==> src/rtl/ret_addr_stack_pkg.sv <==
// Shared fetch-stage definitions for the return-address stack: default widths,
// the per-cycle operation encoding and its decoder.
package ret_addr_stack_pkg;

  localparam int PC_WIDTH        = 14;
  localparam int RET_STACK_DEPTH = 8;

  typedef enum logic [2:0] {
    OP_IDLE,
    OP_PUSH,
    OP_POP,
    OP_REPLACE,
    OP_UNDERFLOW
  } stack_op_e;

  // A push+pop on an empty stack has nothing to replace, so it degrades to a push.
  function automatic stack_op_e decode_op(input logic push, input logic pop,
                                          input logic is_empty);
    case ({push, pop})
      2'b10:   return OP_PUSH;
      2'b01:   return is_empty ? OP_UNDERFLOW : OP_POP;
      2'b11:   return is_empty ? OP_PUSH : OP_REPLACE;
      default: return OP_IDLE;
    endcase
  endfunction

endpackage

==> src/rtl/ret_addr_stack_if.sv <==
// Call/return interface between fetch control and the return-address stack.
// Error-flag signals exist only when RET_STACK_ERR_FLAGS_EN is defined.
interface ret_addr_stack_if
  import ret_addr_stack_pkg::*;
#(
  parameter int ADDR_WIDTH = PC_WIDTH
);

  logic                  push;
  logic                  pop;
  logic [ADDR_WIDTH-1:0] push_addr;
  logic [ADDR_WIDTH-1:0] ret_addr;
  logic                  empty;
  logic                  full;

`ifdef RET_STACK_ERR_FLAGS_EN
  logic err_clear;
  logic overflow_err;
  logic underflow_err;

  modport master (output push, pop, push_addr, err_clear,
                  input  ret_addr, empty, full, overflow_err, underflow_err);
  modport slave  (input  push, pop, push_addr, err_clear,
                  output ret_addr, empty, full, overflow_err, underflow_err);
`else
  modport master (output push, pop, push_addr,
                  input  ret_addr, empty, full);
  modport slave  (input  push, pop, push_addr,
                  output ret_addr, empty, full);
`endif

endinterface

==> src/rtl/ret_addr_stack_mem.sv <==
// Return-address storage: DEPTH x ADDR_WIDTH registers, one synchronous write
// port and one asynchronous read port.
module ret_addr_stack_mem #(
  parameter int ADDR_WIDTH = 14,
  parameter int DEPTH      = 8
) (
  input  logic                     clock,
  input  logic                     wr_en,
  input  logic [$clog2(DEPTH)-1:0] wr_addr,
  input  logic [ADDR_WIDTH-1:0]    wr_data,
  input  logic [$clog2(DEPTH)-1:0] rd_addr,
  output logic [ADDR_WIDTH-1:0]    rd_data
);

  logic [ADDR_WIDTH-1:0] mem [DEPTH];

  // NOTE: the array has no reset; entries are only visible once count covers
  // them, so clearing them would add reset fan-out for nothing.
  always_ff @(posedge clock) begin
    if (wr_en) mem[wr_addr] <= wr_data;
  end

  assign rd_data = mem[rd_addr];

endmodule

==> src/rtl/ret_addr_stack.sv <==
// Circular return-address stack (top): pointer/count control and optional sticky
// error flags, enabled by defining RET_STACK_ERR_FLAGS_EN.
module ret_addr_stack
  import ret_addr_stack_pkg::*;
#(
  parameter int ADDR_WIDTH = PC_WIDTH,
  parameter int DEPTH      = RET_STACK_DEPTH
) (
  input logic             clock,
  input logic             reset,
  ret_addr_stack_if.slave bus
);

  localparam int PTR_W = $clog2(DEPTH);
  localparam int CNT_W = PTR_W + 1;
  localparam logic [CNT_W-1:0] FULL_COUNT = CNT_W'(DEPTH);

  logic [PTR_W-1:0]      tos, tos_next, wr_addr;
  logic [CNT_W-1:0]      count, count_next;
  logic                  wr_en;
  logic [ADDR_WIDTH-1:0] rd_data;
  logic                  is_empty, is_full;
  stack_op_e             op;

  assign is_empty = (count == '0);
  assign is_full  = (count == FULL_COUNT);
  assign op       = decode_op(bus.push, bus.pop, is_empty);

  // NOTE: every output gets a default before the case so no path leaves a
  // variable unassigned, which would otherwise infer a latch.
  always_comb begin
    tos_next   = tos;
    count_next = count;
    wr_en      = 1'b0;
    wr_addr    = tos;
    case (op)
      OP_PUSH: begin
        tos_next = tos + 1'b1;
        wr_en    = 1'b1;
        wr_addr  = tos + 1'b1;
        // When full the write lands on the oldest slot and count saturates.
        if (!is_full) count_next = count + 1'b1;
      end
      OP_REPLACE: wr_en = 1'b1;
      OP_POP: begin
        tos_next   = tos - 1'b1;
        count_next = count - 1'b1;
      end
      default: ;
    endcase
  end

  // NOTE: registered state uses non-blocking assignments so every flop samples
  // the pre-edge values regardless of statement order.
  always_ff @(posedge clock or posedge reset) begin
    if (reset) begin
      tos   <= '0;
      count <= '0;
    end else begin
      tos   <= tos_next;
      count <= count_next;
    end
  end

  ret_addr_stack_mem #(
    .ADDR_WIDTH (ADDR_WIDTH),
    .DEPTH      (DEPTH)
  ) u_mem (
    .clock   (clock),
    .wr_en   (wr_en),
    .wr_addr (wr_addr),
    .wr_data (bus.push_addr),
    .rd_addr (tos),
    .rd_data (rd_data)
  );

  assign bus.ret_addr = is_empty ? '0 : rd_data;
  assign bus.empty    = is_empty;
  assign bus.full     = is_full;

`ifdef RET_STACK_ERR_FLAGS_EN
  logic overflow_err, underflow_err;

  // A set event outranks a same-cycle clear.
  always_ff @(posedge clock or posedge reset) begin
    if (reset) begin
      overflow_err  <= 1'b0;
      underflow_err <= 1'b0;
    end else begin
      if (op == OP_PUSH && is_full) overflow_err <= 1'b1;
      else if (bus.err_clear)        overflow_err <= 1'b0;
      if (op == OP_UNDERFLOW)        underflow_err <= 1'b1;
      else if (bus.err_clear)        underflow_err <= 1'b0;
    end
  end

  assign bus.overflow_err  = overflow_err;
  assign bus.underflow_err = underflow_err;
`endif

endmodule

==> src/flat_wrapper.sv <==
// flat-port wrapper written by rule: the top's interface ports become plain ports
module ret_addr_stack_flat import ret_addr_stack_pkg::*;
#(
  parameter int ADDR_WIDTH = PC_WIDTH,
  parameter int DEPTH      = RET_STACK_DEPTH
)
  (clock, reset, bus_push, bus_pop, bus_push_addr, bus_ret_addr, bus_empty, bus_full);
  ret_addr_stack_if #(.ADDR_WIDTH(ADDR_WIDTH)) bus_i ();
  input logic clock;
  input logic reset;
  input wire logic [$bits(bus_i.push)-1:0] bus_push;
  input wire logic [$bits(bus_i.pop)-1:0] bus_pop;
  input wire logic [$bits(bus_i.push_addr)-1:0] bus_push_addr;
  output wire logic [$bits(bus_i.ret_addr)-1:0] bus_ret_addr;
  output wire logic [$bits(bus_i.empty)-1:0] bus_empty;
  output wire logic [$bits(bus_i.full)-1:0] bus_full;
  assign bus_i.push = bus_push;
  assign bus_i.pop = bus_pop;
  assign bus_i.push_addr = bus_push_addr;
  assign bus_ret_addr = bus_i.ret_addr;
  assign bus_empty = bus_i.empty;
  assign bus_full = bus_i.full;
  ret_addr_stack #(.ADDR_WIDTH(ADDR_WIDTH), .DEPTH(DEPTH)) u_core (.clock(clock), .reset(reset), .bus(bus_i));
endmodule
==> config.mk <==
export PLATFORM = sky130hd
export DESIGN_NAME = ret_addr_stack_flat
export DESIGN_NICKNAME = d
export VERILOG_FILES = /design/src/rtl/ret_addr_stack_pkg.sv /design/src/rtl/ret_addr_stack_if.sv /design/src/rtl/ret_addr_stack_mem.sv /design/src/rtl/ret_addr_stack.sv /design/src/flat_wrapper.sv
export SDC_FILE = /design/constraint.sdc
export NUM_CORES = 1
export LEC_CHECK = 0
export ABC_AREA = 1
export BUFFER_PORTS_ARGS = -buffer_cell sky130_fd_sc_hd__buf_4
export CAP_MARGIN = 20
export CORE_MARGIN = 1.5
export CORE_UTILIZATION = 55
export DETAILED_ROUTE_END_ITERATION = 8
export GPL_ROUTABILITY_DRIVEN = 0
export GPL_TIMING_DRIVEN = 0
export HOLD_SLACK_MARGIN = 0.1
export PLACE_DENSITY = 0.85
export SYNTH_ARGS = -nofsm -noshare
export SYNTH_HDL_FRONTEND = slang
export SYNTH_SLANG_ARGS = --single-unit
export TNS_END_PERCENT = 5
==> constraint.sdc <==
create_clock -name clock -period 2.78 [get_ports clock]
set_clock_uncertainty 0.2 [all_clocks]
set_input_delay 0.139 -clock clock [delete_from_list [all_inputs] [get_ports clock]]
set_output_delay 0.139 -clock clock [all_outputs]
set_load 0.01 [all_outputs]
## Word-level counts from Yosys, hierarchy flattened

Memory sizes are Yosys's and may differ from the RTL's.
Index checks and enable logic that the tools add are counted.

- Mux-type cells: 11
- Reductions and logical operators: 4
- $add $sub $neg: 4
- Equal/unequal tests: 8

Operators with widths:

| kind | count |
|---|---|
| 2-to-1 mux 14 bit | 1 |
| one-hot mux 3 bit (3 select lines) | 1 |
| one-hot mux 4 bit (2 select lines) | 1 |
| equality test 3 x 2 -> 1 bit (second input constant) | 2 |
| 2-to-1 mux 3 bit | 2 |
| one-hot mux 3 bit (2 select lines) | 1 |
| adder 4 x 1 -> 4 bit (second input constant) | 1 |
| equality test 2 bit (second input constant) | 2 |
| equality test 4 bit (second input constant) | 1 |
| zero test 4 bit | 1 |
| 2-to-1 mux 4 bit | 1 |
| subtractor 4 x 1 -> 4 bit (second input constant) | 1 |
| adder 3 x 1 -> 3 bit (second input constant) | 1 |
| equality test 3 x 1 -> 1 bit (second input constant) | 1 |
| 2-to-1 mux 1 bit | 3 |
| subtractor 3 x 1 -> 3 bit (second input constant) | 1 |
| equality test 2 x 1 -> 1 bit (second input constant) | 1 |
| 2-to-1 mux 2 bit | 1 |
| inequality test 2 bit (second input constant) | 1 |
| AND reduction 2 bit | 1 |
| nonzero test 2 bit | 1 |
| OR reduction 2 bit | 1 |

- Input bits: 18
- Memories: 1
- Output and inout bits: 16
- RAM bits: 112
- Flip-flop bits (word level): 7

Memory list:

| memory | words | width | read ports | clocked after Yosys merged registers in | write ports | line | source |
|---|---|---|---|---|---|---|---|
| u_core.u_mem.mem | 8 | 14 | 1 | 0 | 1 | ret_addr_stack_mem.sv:15 | `logic [ADDR_WIDTH-1:0] mem [DEPTH];` |

## Logic depth before layout (Yosys ltp)

Gate-level depths: netlist of run 1.

- Depth after elaboration: 8
- Depth in mapped cells: 13

## Modules after synthesis

From an unflattened synthesis of run 1, not the netlist that was laid out.

- Cells, all modules: 605
- Area, all modules: 5677.9 um^2

Modules (own cells, without submodules):

| module | sequential area each (um^2) | instances | cells each | area an instance (um^2) |
|---|---|---|---|---|
| ret_addr_stack_mem | 3363.2 | 1 | 501 | 4982.3 |
| ret_addr_stack | 175.2 | 1 | 104 | 695.7 |

## Worst setup path before layout of run 1

OpenSTA, ideal clock, no wires.

- Path kind: reg2reg
- From: register u_core.tos[0]
- To: memory u_core.u_mem.mem[6][0], enable pin
- Clock period less this slack: 2545 ps
- Slack: 235 ps
- Stages on the path, launching flop included: 9
- Arrival time: 1960 ps
- Library setup time: 384 ps
- Required time: 2196 ps
- Cells stage by stage: dfrtp_1 -> inv_2 -> buf_4 -> buf_2 -> ha_1 -> inv_1 -> o21ai_2 -> nand2_1 -> nor2_1

- Cells in the longest elaborated chain, start to end: 2

Ends and longest elaborated chain:

| what | line | source |
|---|---|---|
| start: declaration | ret_addr_stack.sv:18 | `logic [PTR_W-1:0] tos, tos_next, wr_addr;` |
| start signal: assignment | ret_addr_stack.sv:60 | `tos <= tos_next;` |
| adder 3 x 1 -> 3 bit | ret_addr_stack.sv:40 | `wr_addr = tos + 1'b1;` |
| 2-to-1 mux 3 bit (*) | ret_addr_stack.sv:36 | `case (op)` |
| end: declaration | ret_addr_stack_mem.sv:15 |  |

Every way passes the cells marked *; elsewhere a longest branch is shown, timed or not.

## Worst setup path after layout of run 1

- From: register u_core.tos[1]
- To: output bus_ret_addr[3]

- Cells in the longest elaborated chain, start to end: 2

Ends and longest elaborated chain:

| what | line | source |
|---|---|---|
| memory (8 x 14 bit) | - |  |
| 2-to-1 mux 14 bit | ret_addr_stack.sv:77 | `assign bus.ret_addr = is_empty ? '0 : rd_data;` |
| end: declaration | flat_wrapper.sv:14 | `output wire logic [$bits(bus_i.ret_addr)-1:0] bus_ret_addr;` |

No other way between the ends.

==> impl_metrics.py, run 1 <==
metrics = {
    "routing": {
        "vias": 3836,
        "first_pass_iters": 6,
        "drt-total-wl_um": 12790,
        "wl_per_cell_um": 20.50,
        "drc_errors": 0,
        "ant_nets": 0,
        "drt_iter0_markers": 376,
        "viasPerCell": 6.147,
    },
    "die": {
        "io_pins": 34,
        "fp.dieW_um": 98.10,
        "die_h_um": 98.10,
        "dieArea_um2": 9623,
        "core_um2": 8721,
        "num_rows": 34,
        "start_util_pct": 57.03,
    },
    "setup_path": {
        "r2r_setup_slack_ns": 0.07,
        "critPathRequiredTime_ns": 2.44,
        "r2r-start": "u_core.tos[0]$_DFFE_PP0P_",
        "end_kind": "output port",
        "slowest_delay_ns": 0.42,
        "crit_buf_inv": 3,
        "cpMostUsedCell": "nor2_1",
        "cp_max_fo": 10,
        "rr_worst_depth": 8,
        "path_cells": "buf_2 > buf_1 > o21ai_0 > o22ai_1 > nor2_1 > nor2_1 > buf_4",
        "start_kind": "register",
        "critPathArrivalTime_ns": 2.43,
        "rr_endpoint": "u_core.u_mem.mem[4][5]$_DFFE_PP_",
        "cpMaxStageDelayCell": "buf_1",
        "crit_type": "register to output port",
        "crit_family": "buffers and inverters",
    },
    "clocking": {
        "cts_tree": "yes",
        "path_clk_slew_ns": 0.06,
        "cts_max_level": 4,
        "cts_buffer_depth": 2,
        "cts_inserted_buffers": 17,
        "clk_latency_ns": 0.52,
        "clockRootBuffer": "clkbuf_8",
        "cts_sinks": 119,
        "postCtsSetupRepairBufs": 0,
    },
    "power_and_ir_drop": {
        "p_leak_nw": 2.309,
        "peakVddDrop_mv": 0.8834,
        "power_density_nw_per_um2": 1165,
        "p_total_mw": 7.258,
    },
    "min_path": {
        "worstHoldPathCells": 2,
        "hp-class": "input port to register",
        "hold_end": "u_core.u_mem.mem[0][7]$_DFFE_PP_",
        "hp-start": "bus_push_addr[7]",
    },
    "place": {
        "place_ws_ns": -0.3700,
        "dp_hpwl_um": 7768,
        "portBuffers": 33,
    },
    "sta": {
        "worstMarginPinSlew_ns": 0.5560,
        "setup-violations-final": 0,
        "maxSlewHeadroom_pct": 62.93,
        "period_minus_slack_ns": 2.764,
        "finalCritPeriodShare_pct": 99.44,
        "finalWorstSetupSlack_ns": 0.01556,
        "hold_viol_final": 0,
        "hold-worst-slack_ns": 0.2116,
        "grt_setup_unrepaired": "yes",
        "fmax_mhz": 361.7,
        "slew_violations": 0,
    },
    "synthesis": {
        "synth-seq-area-share_pct": 71.14,
        "yosysWarnings": 0,
        "syn_area_per_cell_um2": 11.70,
        "synth.distinct_cells": 25,
        "ys_ff_latch": 119,
        "synth_area_um2": 4974,
        "netlist_instances": 425,
        "synth.net_count": 446,
    },
    "global_route": {
        "grt_overflow": 0,
        "grt_pass1_vias": 3884,
        "antenna_found_initial": 0,
        "groute.usage.overall_pct": 27.65,
        "grt_pass1_wl_um": 19710,
        "grt_max_degree": 17,
    },
    "cells_and_area": {
        "fin_util_pct": 71.45,
        "layout-drive-gt1-share_pct": 19.38,
        "antenna_cells": 0,
        "layout_commonest_cell": "edfxtp_1",
        "syn2layout_area_growth_pct": 25.28,
        "nets": 526,
        "nFillCells": 520,
        "final_cell_mix": "edfxtp_1 (112), nor2_1 (100), o21ai_0 (85)",
    },
    "run_status": {
        "status": "completed",
    },
    "job": {
        "max_cap_violations": 0,
    },
}
-- routing by layer --
layer	up-vias	wire [um]	GRT usage, %
met3	72	1085	6.013
li1	1663	-	-
met2	274	6223	45.15
met1	1827	4853	33.73
met5	-	0	0
met4	0	626	17.03
-- cell families (layout without fill, tap and decap cells) --
family                     count (synthesis)  count (layout)  share of synthesized area, %
xor gates and xnor gates                   4               4                        0.7045
AOI/OAI and AO/OA                        106             106                         11.25
adders and majority gates                  3               3                        0.7548
buffers and inverters                     38             129                         3.446
and+or+nand+nor                          155             155                         12.70
DFF                                      119             119                         71.14
-- flip-flops by register name (all words and copies together), names as in the netlist --
name	cells
u_core.u_mem.mem	112
u_core.tos	3
u_core.count	4
-- how the worst max path moves through the flow --
stage,from,to,slack [ns],depth (start not counted)
6_report,u_core.tos[1]$_DFFE_PP0P_,bus_ret_addr[3],0.02,7
5_1_grt,u_core.tos[0]$_DFFE_PP0P_,u_core.u_mem.mem[4][5]$_DFFE_PP_,-0.05,8
4_1_cts,u_core.tos[0]$_DFFE_PP0P_,u_core.u_mem.mem[2][8]$_DFFE_PP_,-0.07,9
3_5_place_dp,u_core.tos[1]$_DFFE_PP0P_,u_core.u_mem.mem[0][9]$_DFFE_PP_,-0.37,8
3_3_place_gp,u_core.tos[0]$_DFFE_PP0P_,u_core.u_mem.mem[0][9]$_DFFE_PP_,-0.37,7
2_1_floorplan,u_core.tos[0]$_DFFE_PP0P_,u_core.u_mem.mem[6][0]$_DFFE_PP_,0.24,8
-- layout make-up --
| cell class | instances | area [um^2] | share of cell area, % |
|---|---|---|---|
| clock inverter | 11 | 133.9 | 2.149 |
| clock buffer | 19 | 421.7 | 6.767 |
| inverter | 15 | 56.30 | 0.9036 |
| sequential | 119 | 3540 | 56.81 |
| tap | 108 | 135.1 | 2.169 |
| timing repair buffer | 61 | 534.3 | 8.574 |
| buffer | 23 | 121.4 | 1.948 |
| multi-input combinational | 268 | 1289 | 20.68 |
-- metrics by stage --
stage,instance area (um^2),TNS (ns),cells
2_1_floorplan,4974,0,425
3_3_place_gp,5356,-33.49,566
3_5_place_dp,5443,-5.425,574
4_1_cts,6213,-1.371,624
5_1_grt,6231,-1.122,624
6_report,6231,0,624
-- synthesized netlist by cell type, drive strengths merged --
master | number | area [um^2]
edfxtp | 112 | 3363
nor2 | 110 | 422.9
o21ai | 91 | 466.7
nand2 | 36 | 162.7
buf | 15 | 85.08
inv | 15 | 56.30
o22ai | 14 | 87.58
clkbuf | 8 | 30.03
nand3 | 8 | 40.04
dfrtp | 7 | 175.2
ha | 3 | 37.54
xor2 | 3 | 26.28
a21oi | 1 | 5.000
nand4 | 1 | 6.260
xnor2 | 1 | 8.760
-- power breakdown --
group / total [mW] / leakage [nW] / internal (mW) / switching, mW
registers: 2.37 / 1.10 / 2.26 / 0.114
clock network: 2.08 / 0.262 / 1.34 / 0.739
logic: 2.81 / 0.950 / 0.977 / 1.83
total: 7.26 / 2.31 / 4.57 / 2.69
-- what timing repair did --
item,CTS,global route
resized for setup,5,10
hold buffers,20,0
hold endpoints to repair,138,0
setup endpoints to repair,75,83
Power figures use the tool's default switching activity.
==> inputs of run 2 (changes only) <==
--- a/config.mk
+++ b/config.mk
@@ -15,6 +15,7 @@
 export GPL_TIMING_DRIVEN = 0
 export HOLD_SLACK_MARGIN = 0.1
 export PLACE_DENSITY = 0.85
+export RECOVER_POWER = 50
 export SYNTH_ARGS = -nofsm -noshare
 export SYNTH_HDL_FRONTEND = slang
 export SYNTH_SLANG_ARGS = --single-unit
==> impl_metrics.py, run 2 (synthesis gave the netlist of run 1 again) <==
metrics = {
    "die": {
        "die_h_um": 98.10,
        "dieArea_um2": 9623,
        "fp.dieW_um": 98.10,
        "core_um2": 8721,
        "num_rows": 34,
        "start_util_pct": 57.03,
        "io_pins": 34,
    },
    "power_and_ir_drop": {
        "p_total_mw": 7.243,
        "power_density_nw_per_um2": 1172,
        "peakVddDrop_mv": 0.8837,
        "p_leak_nw": 2.259,
    },
    "setup_path": {
        "end_kind": "output port",
        "critPathArrivalTime_ns": 2.38,
        "cp_max_fo": 10,
        "critPathRequiredTime_ns": 2.44,
        "crit_buf_inv": 3,
        "cp-startpoint": "u_core.tos[1]$_DFFE_PP0P_",
        "cp.depth": 7,
        "crit_family": "buffers and inverters",
        "cpMostUsedCell": "nor2_1",
        "path_cells": "buf_2 > buf_1 > o21ai_0 > o22ai_1 > nor2_1 > nor2_1 > buf_4",
        "rr_endpoint": "u_core.u_mem.mem[1][9]$_DFFE_PP_",
        "cpMaxStageDelayCell": "buf_1",
        "r2r-start": "u_core.tos[0]$_DFFE_PP0P_",
        "crit_type": "register to output port",
        "slowest_delay_ns": 0.41,
        "rr_worst_depth": 8,
        "crit_end": "bus_ret_addr[3]",
        "r2r_setup_slack_ns": 0.08,
        "start_kind": "register",
    },
    "clocking": {
        "cts_sinks": 119,
        "path_clk_slew_ns": 0.06,
        "cts_inserted_buffers": 17,
        "cts_buffer_depth": 2,
        "cts_max_level": 4,
        "postCtsSetupRepairBufs": 0,
        "clockRootBuffer": "clkbuf_8",
        "cts_tree": "yes",
        "clk_latency_ns": 0.52,
    },
    "place": {
        "portBuffers": 33,
        "place_inst": 574,
        "place_area_um2": 5443,
        "place_ws_ns": -0.3700,
        "dp_hpwl_um": 7768,
    },
    "global_route": {
        "antenna_found_initial": 0,
        "grt_overflow": 0,
        "groute.usage.overall_pct": 27.65,
        "grt_pass1_wl_um": 19710,
        "grt_pass1_vias": 3884,
        "grt_max_degree": 17,
    },
    "routing": {
        "drt-total-wl_um": 12740,
        "vias": 3774,
        "first_pass_iters": 6,
        "wl_per_cell_um": 20.42,
        "ant_nets": 0,
        "viasPerCell": 6.048,
        "drt_iter0_markers": 372,
        "drc_errors": 0,
    },
    "cells_and_area": {
        "final_area_um2": 6178,
        "syn2layout_area_growth_pct": 24.23,
        "layout_commonest_cell": "edfxtp_1",
        "largest_reg_flops": 112,
        "final_cell_mix": "edfxtp_1 (112), nor2_1 (100), o21ai_0 (85)",
        "nets": 526,
        "nFillCells": 531,
        "layout-drive-gt1-share_pct": 16.67,
        "antenna_cells": 0,
        "layoutNonFillerInstCount": 624,
        "largest_register": "u_core.u_mem.mem",
        "reg_top3": "u_core.u_mem.mem x112, u_core.count x4, u_core.tos x3",
    },
    "sta": {
        "fmax_mhz": 368.3,
        "finalCritPeriodShare_pct": 97.67,
        "finalWorstSetupSlack_ns": 0.06465,
        "grt_setup_unrepaired": "yes",
        "period_minus_slack_ns": 2.715,
        "setup-violations-final": 0,
        "slew_violations": 0,
        "hold_viol_final": 0,
        "maxSlewHeadroom_pct": 63.50,
        "worstMarginPinSlew_ns": 0.5475,
    },
    "min_path": {
        "hp-class": "input port to register",
    },
    "job": {
        "max_cap_violations": 0,
    },
    "run_status": {
        "status": "completed",
    },
}
[run 2: cell count changes in the layout (fill, tap and decap cells not counted), sizes merged]
cell | previous run | this run
buf | 54 | 40
clkbuf | 29 | 43
[run 2: worst min path at each step]
| stage | from | to | cells after the start |
|---|---|---|---|
| CTS | bus_push_addr[8] | u_core.u_mem.mem[1][8]$_DFFE_PP_ | 2 |
| finish | bus_push_addr[7] | u_core.u_mem.mem[0][7]$_DFFE_PP_ | 2 |
| detailed placement | reset | u_core.count[2]$_DFFE_PP0P_ | 2 |
| global route | bus_push_addr[7] | u_core.u_mem.mem[4][7]$_DFFE_PP_ | 2 |
| floorplan | reset | u_core.count[0]$_DFFE_PP0P_ | 1 |
| global placement | reset | u_core.count[3]$_DFFE_PP0P_ | 2 |
[run 2: area by class of cell]
class                           count  area (um^2)  share of cell area (%)
Clock inverter                     11        133.9                   2.167
Clock buffer                       19        421.7                   6.825
Multi-Input combinational cell    268         1289                   20.86
Inverter                           15        56.30                  0.9113
Tap cell                          108        135.1                   2.187
Sequential cell                   119         3540                   57.29
Timing Repair Buffer               61        481.7                   7.797
Buffer                             23        121.4                   1.964
[run 2: layer usage]
| metal | track usage (%) | part of all wire, % |
|---|---|---|
| met1 | 33.73 | 38 |
| met2 | 45.15 | 50 |
| met4 | 17.03 | 4.5 |
| met3 | 6.013 | 8.3 |
| met5 | 0 | 0 |
[run 2: per-stage QoR]
stage	setup TNS, ns	hold WS, ns	utilization [%]
after global placement	-33.49	-0.1173	61.42
after floorplan	0	-0.2576	-
after detailed placement	-5.425	-0.09742	62.41
after global routing	-1.122	0.3578	70.85
final	0	0.3531	70.85
after CTS	-1.371	0.2003	71.25
[run 2: timing repair]
| item | 4_1_cts | 5_1_grt |
|---|---|---|
| pin swaps | 0 | 0 |
| endpoints found under the setup margin | 75 | 83 |
| hold endpoints to repair | 138 | 0 |
| hold buffers | 20 | 0 |
| resized for setup | 5 | 10 |
[run 2: where the power goes]
group          internal [mW]  switching [mW]
registers               2.26           0.112
clock network           1.34           0.743
logic                  0.968            1.83
